### src/rtl/pipe_ctrl_pkg.sv
// Shared constants, FSM state type and redirect helper for the pipeline control unit.
// Stall patterns, flush polarity and exception codes used by pipe_ctrl and its users.
package pipe_ctrl_pkg;

    typedef enum logic {
        RUN,
        FLUSHED
    } ctrl_state_e;

    localparam logic STOP     = 1'b1;
    localparam logic NO_STOP  = 1'b0;
    localparam logic FLUSH    = 1'b1;
    localparam logic NO_FLUSH = 1'b0;

    localparam logic [31:0] EXC_NONE    = 32'h0000_0000;
    localparam logic [31:0] EXC_INT     = 32'h0000_0001;
    localparam logic [31:0] EXC_SYSCALL = 32'h0000_0008;
    localparam logic [31:0] EXC_INVALID = 32'h0000_000a;
    localparam logic [31:0] EXC_OV      = 32'h0000_000c;
    localparam logic [31:0] EXC_TRAP    = 32'h0000_000d;
    localparam logic [31:0] EXC_ERET    = 32'h0000_000e;

    localparam logic [5:0] STALL_NONE = {6{NO_STOP}};
    localparam logic [5:0] STALL_ID   = 6'b000111;
    localparam logic [5:0] STALL_EX   = 6'b001111;

    localparam logic [31:0] DEF_EXC_VECTOR = 32'h0000_0020;
    localparam int          DEF_MAX_STALL  = 1024;

    // eret returns to EPC; every other exception enters the common handler.
    function automatic logic [31:0] redirect_pc(input logic [31:0] excepttype,
                                                input logic [31:0] epc,
                                                input logic [31:0] vector);
        return (excepttype == EXC_ERET) ? epc : vector;
    endfunction

endpackage

### src/rtl/pipe_ctrl_if.sv
// Stall/flush control bundle between the pipeline stages and pipe_ctrl.
// master is the control unit; slave is the pipeline side.
interface pipe_ctrl_if;
    logic        stallreq_from_id;
    logic        stallreq_from_ex;
    logic [31:0] excepttype_i;
    logic [31:0] cp0_epc_i;
    logic [5:0]  stall;
    logic        flush;
    logic [31:0] new_pc;

    modport master (
        input  stallreq_from_id,
        input  stallreq_from_ex,
        input  excepttype_i,
        input  cp0_epc_i,
        output stall,
        output flush,
        output new_pc
    );

    modport slave (
        output stallreq_from_id,
        output stallreq_from_ex,
        output excepttype_i,
        output cp0_epc_i,
        input  stall,
        input  flush,
        input  new_pc
    );
endinterface

### src/rtl/pipe_ctrl_perf.sv
// Saturating stall/flush counters plus a stall-run watchdog for pipe_ctrl.
// A clear request overrides any increment in the same cycle.
module pipe_ctrl_perf #(
    parameter int MAX_STALL = 1024
) (
    input  logic        clk,
    input  logic        rst,
    input  logic        stall_pc,
    input  logic        flush,
    input  logic        cnt_clr,
    output logic [31:0] stall_cycles,
    output logic [15:0] flush_count,
    output logic        stall_timeout
);
    localparam int                RUN_W   = $clog2(MAX_STALL + 1);
    localparam logic [RUN_W-1:0] RUN_MAX = RUN_W'(MAX_STALL);

    logic [31:0]      stall_cycles_reg, stall_cycles_next;
    logic [15:0]      flush_count_reg, flush_count_next;
    logic [RUN_W-1:0] run_len_reg, run_len_next;
    logic             timeout_reg, timeout_next;

    always_comb begin
        stall_cycles_next = stall_cycles_reg;
        flush_count_next  = flush_count_reg;
        run_len_next      = run_len_reg;
        timeout_next      = timeout_reg;
        if (cnt_clr) begin
            stall_cycles_next = '0;
            flush_count_next  = '0;
            run_len_next      = '0;
            timeout_next      = 1'b0;
        end else begin
            if (stall_pc && stall_cycles_reg != '1)
                stall_cycles_next = stall_cycles_reg + 32'd1;
            if (flush && flush_count_reg != '1)
                flush_count_next = flush_count_reg + 16'd1;
            if (!stall_pc)
                run_len_next = '0;
            else if (run_len_reg != RUN_MAX)
                run_len_next = run_len_reg + 1'b1;
            // Flag rises on the edge that closes the MAX_STALL-th stalled cycle.
            timeout_next = timeout_reg | (run_len_next == RUN_MAX);
        end
    end

    always_ff @(posedge clk) begin
        if (rst) begin
            stall_cycles_reg <= '0;
            flush_count_reg  <= '0;
            run_len_reg      <= '0;
            timeout_reg      <= 1'b0;
        end else begin
            stall_cycles_reg <= stall_cycles_next;
            flush_count_reg  <= flush_count_next;
            run_len_reg      <= run_len_next;
            timeout_reg      <= timeout_next;
        end
    end

    assign stall_cycles  = stall_cycles_reg;
    assign flush_count   = flush_count_reg;
    assign stall_timeout = timeout_reg;
endmodule

### src/rtl/pipe_ctrl.sv
// Pipeline control unit: stall vector, flush and redirect PC for the five-stage core.
// A one-cycle FLUSHED shadow masks requests raised by squashed instructions.
module pipe_ctrl
    import pipe_ctrl_pkg::*;
#(
    parameter logic [31:0] EXC_VECTOR = DEF_EXC_VECTOR,
    parameter int          MAX_STALL  = DEF_MAX_STALL
) (
    input  logic           clk,
    input  logic           rst,
    pipe_ctrl_if.master    bus,
    input  logic           cnt_clr,
    output logic [31:0]    stall_cycles,
    output logic [15:0]    flush_count,
    output logic           stall_timeout
);
    ctrl_state_e state_reg, state_next;

    always_ff @(posedge clk) begin
        if (rst)
            state_reg <= RUN;
        else
            state_reg <= state_next;
    end

    always_comb begin
        state_next  = RUN;
        bus.stall   = STALL_NONE;
        bus.flush   = NO_FLUSH;
        bus.new_pc  = '0;
        if (!rst && state_reg == RUN) begin
            if (bus.excepttype_i != EXC_NONE) begin
                bus.flush  = FLUSH;
                bus.new_pc = redirect_pc(bus.excepttype_i, bus.cp0_epc_i, EXC_VECTOR);
                state_next = FLUSHED;
            end else if (bus.stallreq_from_ex) begin
                bus.stall = STALL_EX;
            end else if (bus.stallreq_from_id) begin
                bus.stall = STALL_ID;
            end
        end
    end

    pipe_ctrl_perf #(
        .MAX_STALL (MAX_STALL)
    ) u_perf (
        .clk           (clk),
        .rst           (rst),
        .stall_pc      (bus.stall[0]),
        .flush         (bus.flush),
        .cnt_clr       (cnt_clr),
        .stall_cycles  (stall_cycles),
        .flush_count   (flush_count),
        .stall_timeout (stall_timeout)
    );
endmodule

### src/flat_wrapper.sv
// flat-port wrapper written by rule: the top's interface ports become plain ports
module pipe_ctrl_flat import pipe_ctrl_pkg::*;
#(
    parameter logic [31:0] EXC_VECTOR = DEF_EXC_VECTOR,
    parameter int          MAX_STALL  = DEF_MAX_STALL
)
  (clk, rst, cnt_clr, stall_cycles, flush_count, stall_timeout, bus_stallreq_from_id, bus_stallreq_from_ex, bus_excepttype_i, bus_cp0_epc_i, bus_stall, bus_flush, bus_new_pc);
  pipe_ctrl_if bus_i ();
  input  logic clk;
  input  logic rst;
  input  logic cnt_clr;
  output logic [31:0] stall_cycles;
  output logic [15:0] flush_count;
  output logic stall_timeout;
  input wire logic [$bits(bus_i.stallreq_from_id)-1:0] bus_stallreq_from_id;
  input wire logic [$bits(bus_i.stallreq_from_ex)-1:0] bus_stallreq_from_ex;
  input wire logic [$bits(bus_i.excepttype_i)-1:0] bus_excepttype_i;
  input wire logic [$bits(bus_i.cp0_epc_i)-1:0] bus_cp0_epc_i;
  output wire logic [$bits(bus_i.stall)-1:0] bus_stall;
  output wire logic [$bits(bus_i.flush)-1:0] bus_flush;
  output wire logic [$bits(bus_i.new_pc)-1:0] bus_new_pc;
  assign bus_i.stallreq_from_id = bus_stallreq_from_id;
  assign bus_i.stallreq_from_ex = bus_stallreq_from_ex;
  assign bus_i.excepttype_i = bus_excepttype_i;
  assign bus_i.cp0_epc_i = bus_cp0_epc_i;
  assign bus_stall = bus_i.stall;
  assign bus_flush = bus_i.flush;
  assign bus_new_pc = bus_i.new_pc;
  pipe_ctrl #(.EXC_VECTOR(EXC_VECTOR), .MAX_STALL(MAX_STALL)) u_core (.clk(clk), .rst(rst), .bus(bus_i), .cnt_clr(cnt_clr), .stall_cycles(stall_cycles), .flush_count(flush_count), .stall_timeout(stall_timeout));
endmodule
### config.mk
export PLATFORM = sky130hd
export DESIGN_NAME = pipe_ctrl_flat
export DESIGN_NICKNAME = d
export VERILOG_FILES = /design/src/rtl/pipe_ctrl_pkg.sv /design/src/rtl/pipe_ctrl_if.sv /design/src/rtl/pipe_ctrl_perf.sv /design/src/rtl/pipe_ctrl.sv /design/src/flat_wrapper.sv
export SDC_FILE = /design/constraint.sdc
export NUM_CORES = 1
export LEC_CHECK = 0
export ABC_AREA = 1
export BUFFER_PORTS_ARGS = -buffer_cell sky130_fd_sc_hd__buf_4
export CORE_MARGIN = 2
export CORE_UTILIZATION = 53
export DETAILED_ROUTE_END_ITERATION = 8
export MAX_ROUTING_LAYER = met4
export PLACE_DENSITY = 0.86
export RECOVER_POWER = 50
export SETUP_SLACK_MARGIN = 0.05
export SKIP_CTS_REPAIR_TIMING = 1
export SLEW_MARGIN = 20
export SYNTH_ARGS = -nofsm -noshare
export SYNTH_HDL_FRONTEND = slang
export SYNTH_SLANG_ARGS = --single-unit
### constraint.sdc
create_clock -name clk -period 5 [get_ports clk]
set_input_delay 0.25 -clock clk [delete_from_list [all_inputs] [get_ports clk]]
set_output_delay 0.25 -clock clk [all_outputs]
set_load 0.01 [all_outputs]
==> results of run 1 <==
## cells by family (layout without fill, tap and decap cells)
group | count (synthesis) | after routing | synth area share (%)
and+or+nand+nor | 417 | 417 | 45.2
xor gates and xnor gates | 21 | 21 | 4.56
DFF | 61 | 61 | 30.3
buffers and inverters | 95 | 243 | 10.1
other | 1 | 2 | 0.0930
adders and majority gates | 4 | 4 | 1.24
AOI/OAI and AO/OA | 67 | 67 | 8.54
## cell type report
cell class | instances | area, um^2
clock buffers | 9 | 124
flip-flops and latches | 61 | 1220
clock inverters | 7 | 145
well taps | 99 | 124
fillers | 686 | 2050
multi-input cells | 511 | 2390
repair buffers | 156 | 972
inverters | 71 | 269
## through the flow
step	hold WS (ns)	cell area, um^2	worst slack [ns]	std cells
global placement	0.442	5190	2.41	898
detailed placement	0.450	5190	2.36	898
floorplan	0.474	4040	3.17	667
global route	0.290	5240	1.93	914
finish	0.276	5240	2.31	914
CTS	0.275	5460	2.58	914
## where the power goes
| group | total, mW | switching, mW | internal, mW | leakage [nW] |
|---|---|---|---|---|
| clock | 0.597 | 0.212 | 0.385 | 0.130 |
| combinational | 0.0770 | 0.0358 | 0.0412 | 1.49 |
| sequential | 0.487 | 0.000987 | 0.487 | 0.491 |
| total | 1.16 | 0.249 | 0.913 | 2.11 |
## synthesized netlist by cell type (7+ instances only)
library cell | number | area (um^2)
dfxtp_1 | 61 | 1220
nand4_1 | 21 | 131
clkbuf_1 | 7 | 26.3
nand3_1 | 32 | 160
xor2_1 | 18 | 158
nor2_1 | 129 | 484
o21ai_0 | 24 | 120
nor3_1 | 24 | 120
nand2_1 | 182 | 683
a21oi_1 | 39 | 195
inv_1 | 67 | 251
nor4_1 | 8 | 50.1
## per-layer routing
layer  up-vias  global-route usage (%)
li1       2411                       -
met2       242                    54.0
met4         0                    12.9
met3        34                    5.56
met5         -                       -
met1      2185                    33.8
## worst max-delay path: stages
cell and delay (ns):
clkbuf_4 0.11, nor2_1 0.12, nand2_1 0.07, nor2_1 0.09, nand2_1 0.08, nor2_1 0.53, nand4_1 0.76, inv_1 0.68
nand2_1 0.12, a21oi_1 0.15
## how the worst max path moves through the flow
stage,start,endpoint,slack (ns),depth (start not counted)
finish,bus_excepttype_i[29],u_core.u_perf.stall_cycles[14]$_SDFFE_PP0P_,2.31,10
floorplan,u_core.u_perf.stall_cycles[0]$_SDFFE_PP0P_,u_core.u_perf.stall_cycles[0]$_SDFFE_PP0P_,3.17,13
global route,bus_excepttype_i[29],u_core.u_perf.stall_cycles[14]$_SDFFE_PP0P_,1.93,10
global placement,bus_excepttype_i[29],u_core.u_perf.stall_cycles[16]$_SDFFE_PP0P_,2.41,13
detailed placement,bus_excepttype_i[29],u_core.u_perf.stall_cycles[25]$_SDFFE_PP0P_,2.36,13
CTS,bus_excepttype_i[29],bus_new_pc[20],2.58,10
==> metrics, run 1 <==
vias in the first global route=4690; Fmax=between 300 and 400 MHz; clock-pin slew on the worst setup and hold paths=0.07 ns; Die W=91.2 um; Die H=91.2 um; met3 wire len=around 940 um; max reg flops=32; min-delay src=rst; starting density of the core=55.3%; Netlist cell types=38; syn avg cell area=6.05 um^2; synth warn=0; GR Overflow Total=0; WL per Instance=13.7 um; Nets=883; register area share after synthesis=between 30 and 40%; Hold Path End=u_core.u_perf.run_len_reg[10]$_SDFF_PP0_; DR iter-0 viols=315; ys async rst share=0%; CP max FO=16; root buf cell=clkbuf_8; GPL Wtd Cong=0.969; drt first pass iters=5; Clock Path Buffers=2; CTS H-tree lvls=3; Pwr Density=approximately 220 nW/um^2; IO Count=157; RSZ-0062 raised after global routing=false; crit path kind=input port to flop; worst vdd ir=approximately 0.00016 V; max_slew headroom=47.9%; Worst R2R Setup Slack=approximately 2.4 ns; core area=7290 um^2; Post-route DRC=0; largest net degree at the start of global routing=32; most frequent cells in the layout=182 x nand2_1, 130 x nor2_1, 102 x buf_4, 69 x inv_1, 61 x dfxtp_1; EDFF count, synth=0; final worst path period need=2.69 ns; Vias/cell=around 5.3; layout cells sized above 1=16.7%; Setup-failing EPs final=0; RR Endpoint=u_core.u_perf.stall_cycles[14]$_SDFFE_PP0P_; RR Startpoint=u_core.u_perf.stall_cycles[25]$_SDFFE_PP0P_; met2 wire len=6.16 mm; Power Total=around 1.2 mW; I/O Buffers=154; Final ANT Viol Nets=0; Synth Instances=~670; Final Hold Violating Endpoints=0; # clock sinks=61; CP Data Arrival Time=about 3.0 ns; Metal-1 WL=approximately 5.0 mm; worst r2r path cells=7; DR vias=slightly below 5000; Max-Cap Viols=0; uppermost layer routed=met4; worst-skew pair later-pin latency=0.35 ns; final core utilization=71.9%; CTS tree=done; Final Cycle Share=53.8%; worst hold path class=input port to flop; Slew @ Worst Pin=0.779 ns; Leak Pwr=2.11 nW; outcome=complete, no violations; row count=31; fin. max-slew vios=0; die area=between 8000 and 9000 um^2; Setup TNS Final=0 ns; antenna violations before repair=0; Antenna Cells=0; dominant synthesized flop cell=dfxtp_1; Synth Cell Area=4030 um^2; most common cell after layout, fill and taps aside=nand2_1; dpl hpwl=9.68 mm; global-route wire length before repair=between 20 and 25 mm; clk_skew=0.0110 ns; WL final=12.5 mm; startpoint types=input port; Setup crit end kind=flop; area grow syn2layout=30.0%; Yosys reg bits=61; worst hold stages=4; Total Routing Usage GR=30.6%; critical path required time=5.27 ns; clock buffer count from CTS=9
No activity file was read; power rests on OpenSTA's default activity.
==> run 2, diff against run 1 <==
--- a/config.mk
+++ b/config.mk
@@ -5,13 +5,13 @@
 export SDC_FILE = /design/constraint.sdc
 export NUM_CORES = 1
 export LEC_CHECK = 0
-export ABC_AREA = 1
+export ABC_AREA = 0
 export BUFFER_PORTS_ARGS = -buffer_cell sky130_fd_sc_hd__buf_4
 export CORE_MARGIN = 2
-export CORE_UTILIZATION = 53
+export CORE_UTILIZATION = 44
 export DETAILED_ROUTE_END_ITERATION = 8
 export MAX_ROUTING_LAYER = met4
-export PLACE_DENSITY = 0.86
+export PLACE_DENSITY = 0.77
 export RECOVER_POWER = 50
 export SETUP_SLACK_MARGIN = 0.05
 export SKIP_CTS_REPAIR_TIMING = 1
==> constraint.sdc (replaced) <==
create_clock -name clk -period 2.35 [get_ports clk]
set_input_delay 0.1175 -clock clk [delete_from_list [all_inputs] [get_ports clk]]
set_output_delay 0.1175 -clock clk [all_outputs]
set_load 0.01 [all_outputs]
==> run 2 against run 1 <==
Effect of this change:
- worst setup slack lost 2.1 ns
- sequential share of layout area rose by 0.71 points
- largest power group is now sequential cells
- non-clock buffer count grew 22
- clock-buffer cell count rose by 1
- highest routed layer unchanged
- register-to-register slack got worse by 2.2 ns
- critical path depth down 2
- die area grew 11%
- synthesized area fell by 7.7%
- first-iteration DRC count shrank 4.1%
- largest cell class unchanged
- clock power is 64% higher
- sequential cell count is the same
- sequential power up 110%
==> metrics, run 2 <==
worst hold path class=input port to flop (unchanged); ranking of synthesized cells by area=dfxtp_1 33%, and2_1 5.4%, or4_1 5.0% (was dfxtp_1 30%, nand2_1 17%, nor2_1 12%); Total Routing Usage GR=24.8% (was 30.6%); worst hold stages=3 (was 4); dominant synthesized flop cell=dfxtp_1 (unchanged); vias in the first global route=3496 (was 4690); ys async rst share=0% (unchanged); Die W=96.0 um (was 91.2 um); Vias/cell=5.70 (was 5.33); register area share after synthesis=32.8% (was 30.3%); outcome=complete, no violations (unchanged); Slew @ Worst Pin=0.783 ns (was 0.779 ns); drt first pass iters=5 (unchanged); gr busiest metal=met2 (unchanged); most common cell after layout, fill and taps aside=buf_4 (was nand2_1); Final Hold Violating Endpoints=0 (unchanged); Fmax=462 MHz; syn avg cell area=8.07 um^2 (was 6.05 um^2); met3 Use GR=3.92% (was 5.56%); GPL Wtd Cong=0.917 (was 0.969); clock-pin slew on the worst setup and hold paths=0.08 ns (was 0.07 ns); final core utilization=61.9% (was 71.9%); root buf cell=clkbuf_8 (unchanged); IO Count=157 (unchanged); critical path required time=2.23 ns (was 5.27 ns); WL per Instance=16.2 um (was 13.7 um); Die H=96.0 um (was 91.2 um); startpoint types=input port (unchanged); Yosys top cell area share=32.8% (was 30.3%); Final ANT Viol Nets=0 (unchanged); max reg flops=32 (unchanged); CP Data Arrival Time=2.05 ns (was 2.96 ns); row count=33 (was 31); layout cells sized above 1=25.6% (was 16.7%); Max-Cap Viols=0 (unchanged); die area=9210 um^2 (was 8320 um^2); clock buffer count from CTS=9 (unchanged); DR iter-0 viols=302 (was 315); Hold Path End=u_core.u_perf.flush_count[14]$_SDFFE_PP0P_ (was u_core.u_perf.run_len_reg[10]$_SDFF_PP0_); clk_skew=0.00664 ns (was 0.0110 ns); Yosys reg bits=61 (unchanged); dpl hpwl=8.95 mm (was 9.68 mm); Post-route DRC=0 (unchanged); most used standard cell by instance count after synthesis=dfxtp_1 (was nand2_1); Clock Path Buffers=2 (unchanged); Synth Instances=461 (was 666); # clock sinks=61 (unchanged); Setup-failing EPs final=0 (unchanged); Antenna Cells=0 (unchanged); final worst path period need=2.17 ns; min-delay src=cnt_clr (was rst); Power Total=2.19 mW (was 1.16 mW); starting density of the core=45.3% (was 55.3%); RSZ-0062 raised after global routing=false (unchanged); met1 usage=34.4% (was 33.8%); worst-skew pair later-pin latency=0.34 ns (was 0.35 ns); Synth Cell Area=3720 um^2 (was 4030 um^2); synth warn=0 (unchanged); max_slew headroom=47.6% (was 47.9%); Netlist cell types=53 (was 38); crit path kind=input port to output pin (was input port to flop); area grow syn2layout=36.6% (was 30.0%); DR vias=4147 (was 4872); met2 Usage GRT=37.7% (was 54.0%); Setup crit end kind=output pin (was flop); Nets=690 (was 883); Setup TNS Final=0 ns (unchanged); I/O Buffers=154 (unchanged); GR Overflow Total=0 (unchanged); Synth area leader=dfxtp_1 (unchanged); Worst R2R Setup Slack=0.21 ns (was 2.36 ns); worst vdd ir=0.000310 V (was 0.000163 V); core area=8220 um^2 (was 7290 um^2); RR Endpoint=u_core.u_perf.stall_cycles[31]$_SDFFE_PP0P_ (was u_core.u_perf.stall_cycles[14]$_SDFFE_PP0P_); WL final=11.8 mm (was 12.5 mm); EDFF count, synth=0 (unchanged); most frequent cells in the layout=123 x buf_4, 61 x dfxtp_1, 52 x clkbuf_1, 34 x nand2_1, 34 x a21oi_1 (was 182 x nand2_1, 130 x nor2_1, 102 x buf_4, 69 x inv_1, 61 x dfxtp_1); CTS H-tree lvls=3 (unchanged); worst r2r path cells=6 (was 7); CTS tree=done (unchanged); global-route wire length before repair=17.3 mm (was 20.4 mm); top cells by count, synth=61 x dfxtp_1, 34 x a21oi_1, 34 x nand2_1 (was 182 x nand2_1, 129 x nor2_1, 67 x inv_1); antenna violations before repair=0 (unchanged); Leak Pwr=1.87 nW (was 2.11 nW); CP max FO=31 (was 16); RR Startpoint=u_core.u_perf.stall_cycles[3]$_SDFFE_PP0P_ (was u_core.u_perf.stall_cycles[25]$_SDFFE_PP0P_); Pwr Density=430 nW/um^2 (was 222 nW/um^2); fin. max-slew vios=0 (unchanged); largest net degree at the start of global routing=42 (was 32); Final Cycle Share=approximately 92%
[run 2: changes by cell type in the layout (fill, tap and decap cells not counted), sizes merged, moves of 24 or more]
cell	previous run	this run
and2	0	32
inv	73	14
nand2	186	34
nor2	133	21
o31ai	0	24
or4	0	25
[run 2: worst max-delay path by stage]
stage / start / to / slack [ns]
4_1_cts: u_core.u_perf.run_len_reg[1]$_SDFF_PP0_ / u_core.u_perf.stall_timeout$_SDFF_PP0_ / 0.20
3_3_place_gp: bus_excepttype_i[0] / u_core.u_perf.stall_cycles[9]$_SDFFE_PP0P_ / 0.18
2_1_floorplan: u_core.u_perf.stall_cycles[0]$_SDFFE_PP0P_ / u_core.u_perf.stall_cycles[0]$_SDFFE_PP0P_ / 0.1
5_1_grt: bus_excepttype_i[9] / bus_new_pc[2] / 0.05
3_5_place_dp: bus_excepttype_i[0] / u_core.u_perf.stall_cycles[22]$_SDFFE_PP0P_ / 0.13
6_report: bus_excepttype_i[9] / bus_new_pc[4] / 0.18
[run 2: layout make-up]
cell class	instances	area, um^2
Inverter	12	45.0
Fill cell	780	3130
Multi-Input combinational cell	355	2320
Sequential cell	61	1220
Clock buffer	10	138
Clock inverter	6	70.1
Tap cell	105	131
Timing Repair Buffer	178	1160
[run 2: routing by layer]
| metal | up-vias | share of wire [%] |
|---|---|---|
| met5 | - | 0 |
| met2 | 162 | 49 |
| met4 | 0 | 0.86 |
| met3 | 8 | 6.3 |
| met1 | 1931 | 44 |
| li1 | 2046 | - |
[run 2: worst max-delay path, stage by stage]
cell     delay [ns]
buf_4          0.11
nor4_2         0.43
and4_1         0.31
nand2_1        0.19
nor3_2         0.22
buf_4          0.27
and2_1         0.24
buf_4          0.15
[run 2: logic make-up (layout without fill, tap and decap cells)]
group                    after synthesis  after routing  synth area share [%]
flip-flops                            61             61                  32.8
buffers and inverters                 46            206                  5.85
AND/OR/NAND/NOR                      239            239                  38.6
multiplexers                          14             14                  3.76
XOR/XNOR                               8              8                  1.88
AO/OA/AOI/OAI                         88             88                  15.6
other                                  1              2                 0.101
adder cells (fa/ha/maj)                4              4                  1.34
[run 2: where the power goes]
part | internal (mW) | total [mW] | switching [mW]
combinational | 0.0927 | 0.168 | 0.0749
sequential | 1.03 | 1.04 | 0.00193
clock | 0.528 | 0.982 | 0.453
total | 1.66 | 2.19 | 0.530
[run 2: metrics by stage]
stage	setup WS, ns	hold WS (ns)	instance area, um^2	instances
after floorplan	0.0968	0.297	3730	462
after global placement	0.184	0.471	5060	711
after detailed placement	0.127	0.470	5060	711
after CTS	0.198	0.142	5270	727
after global routing	0.0504	0.146	5090	727
final	0.185	0.140	5090	727
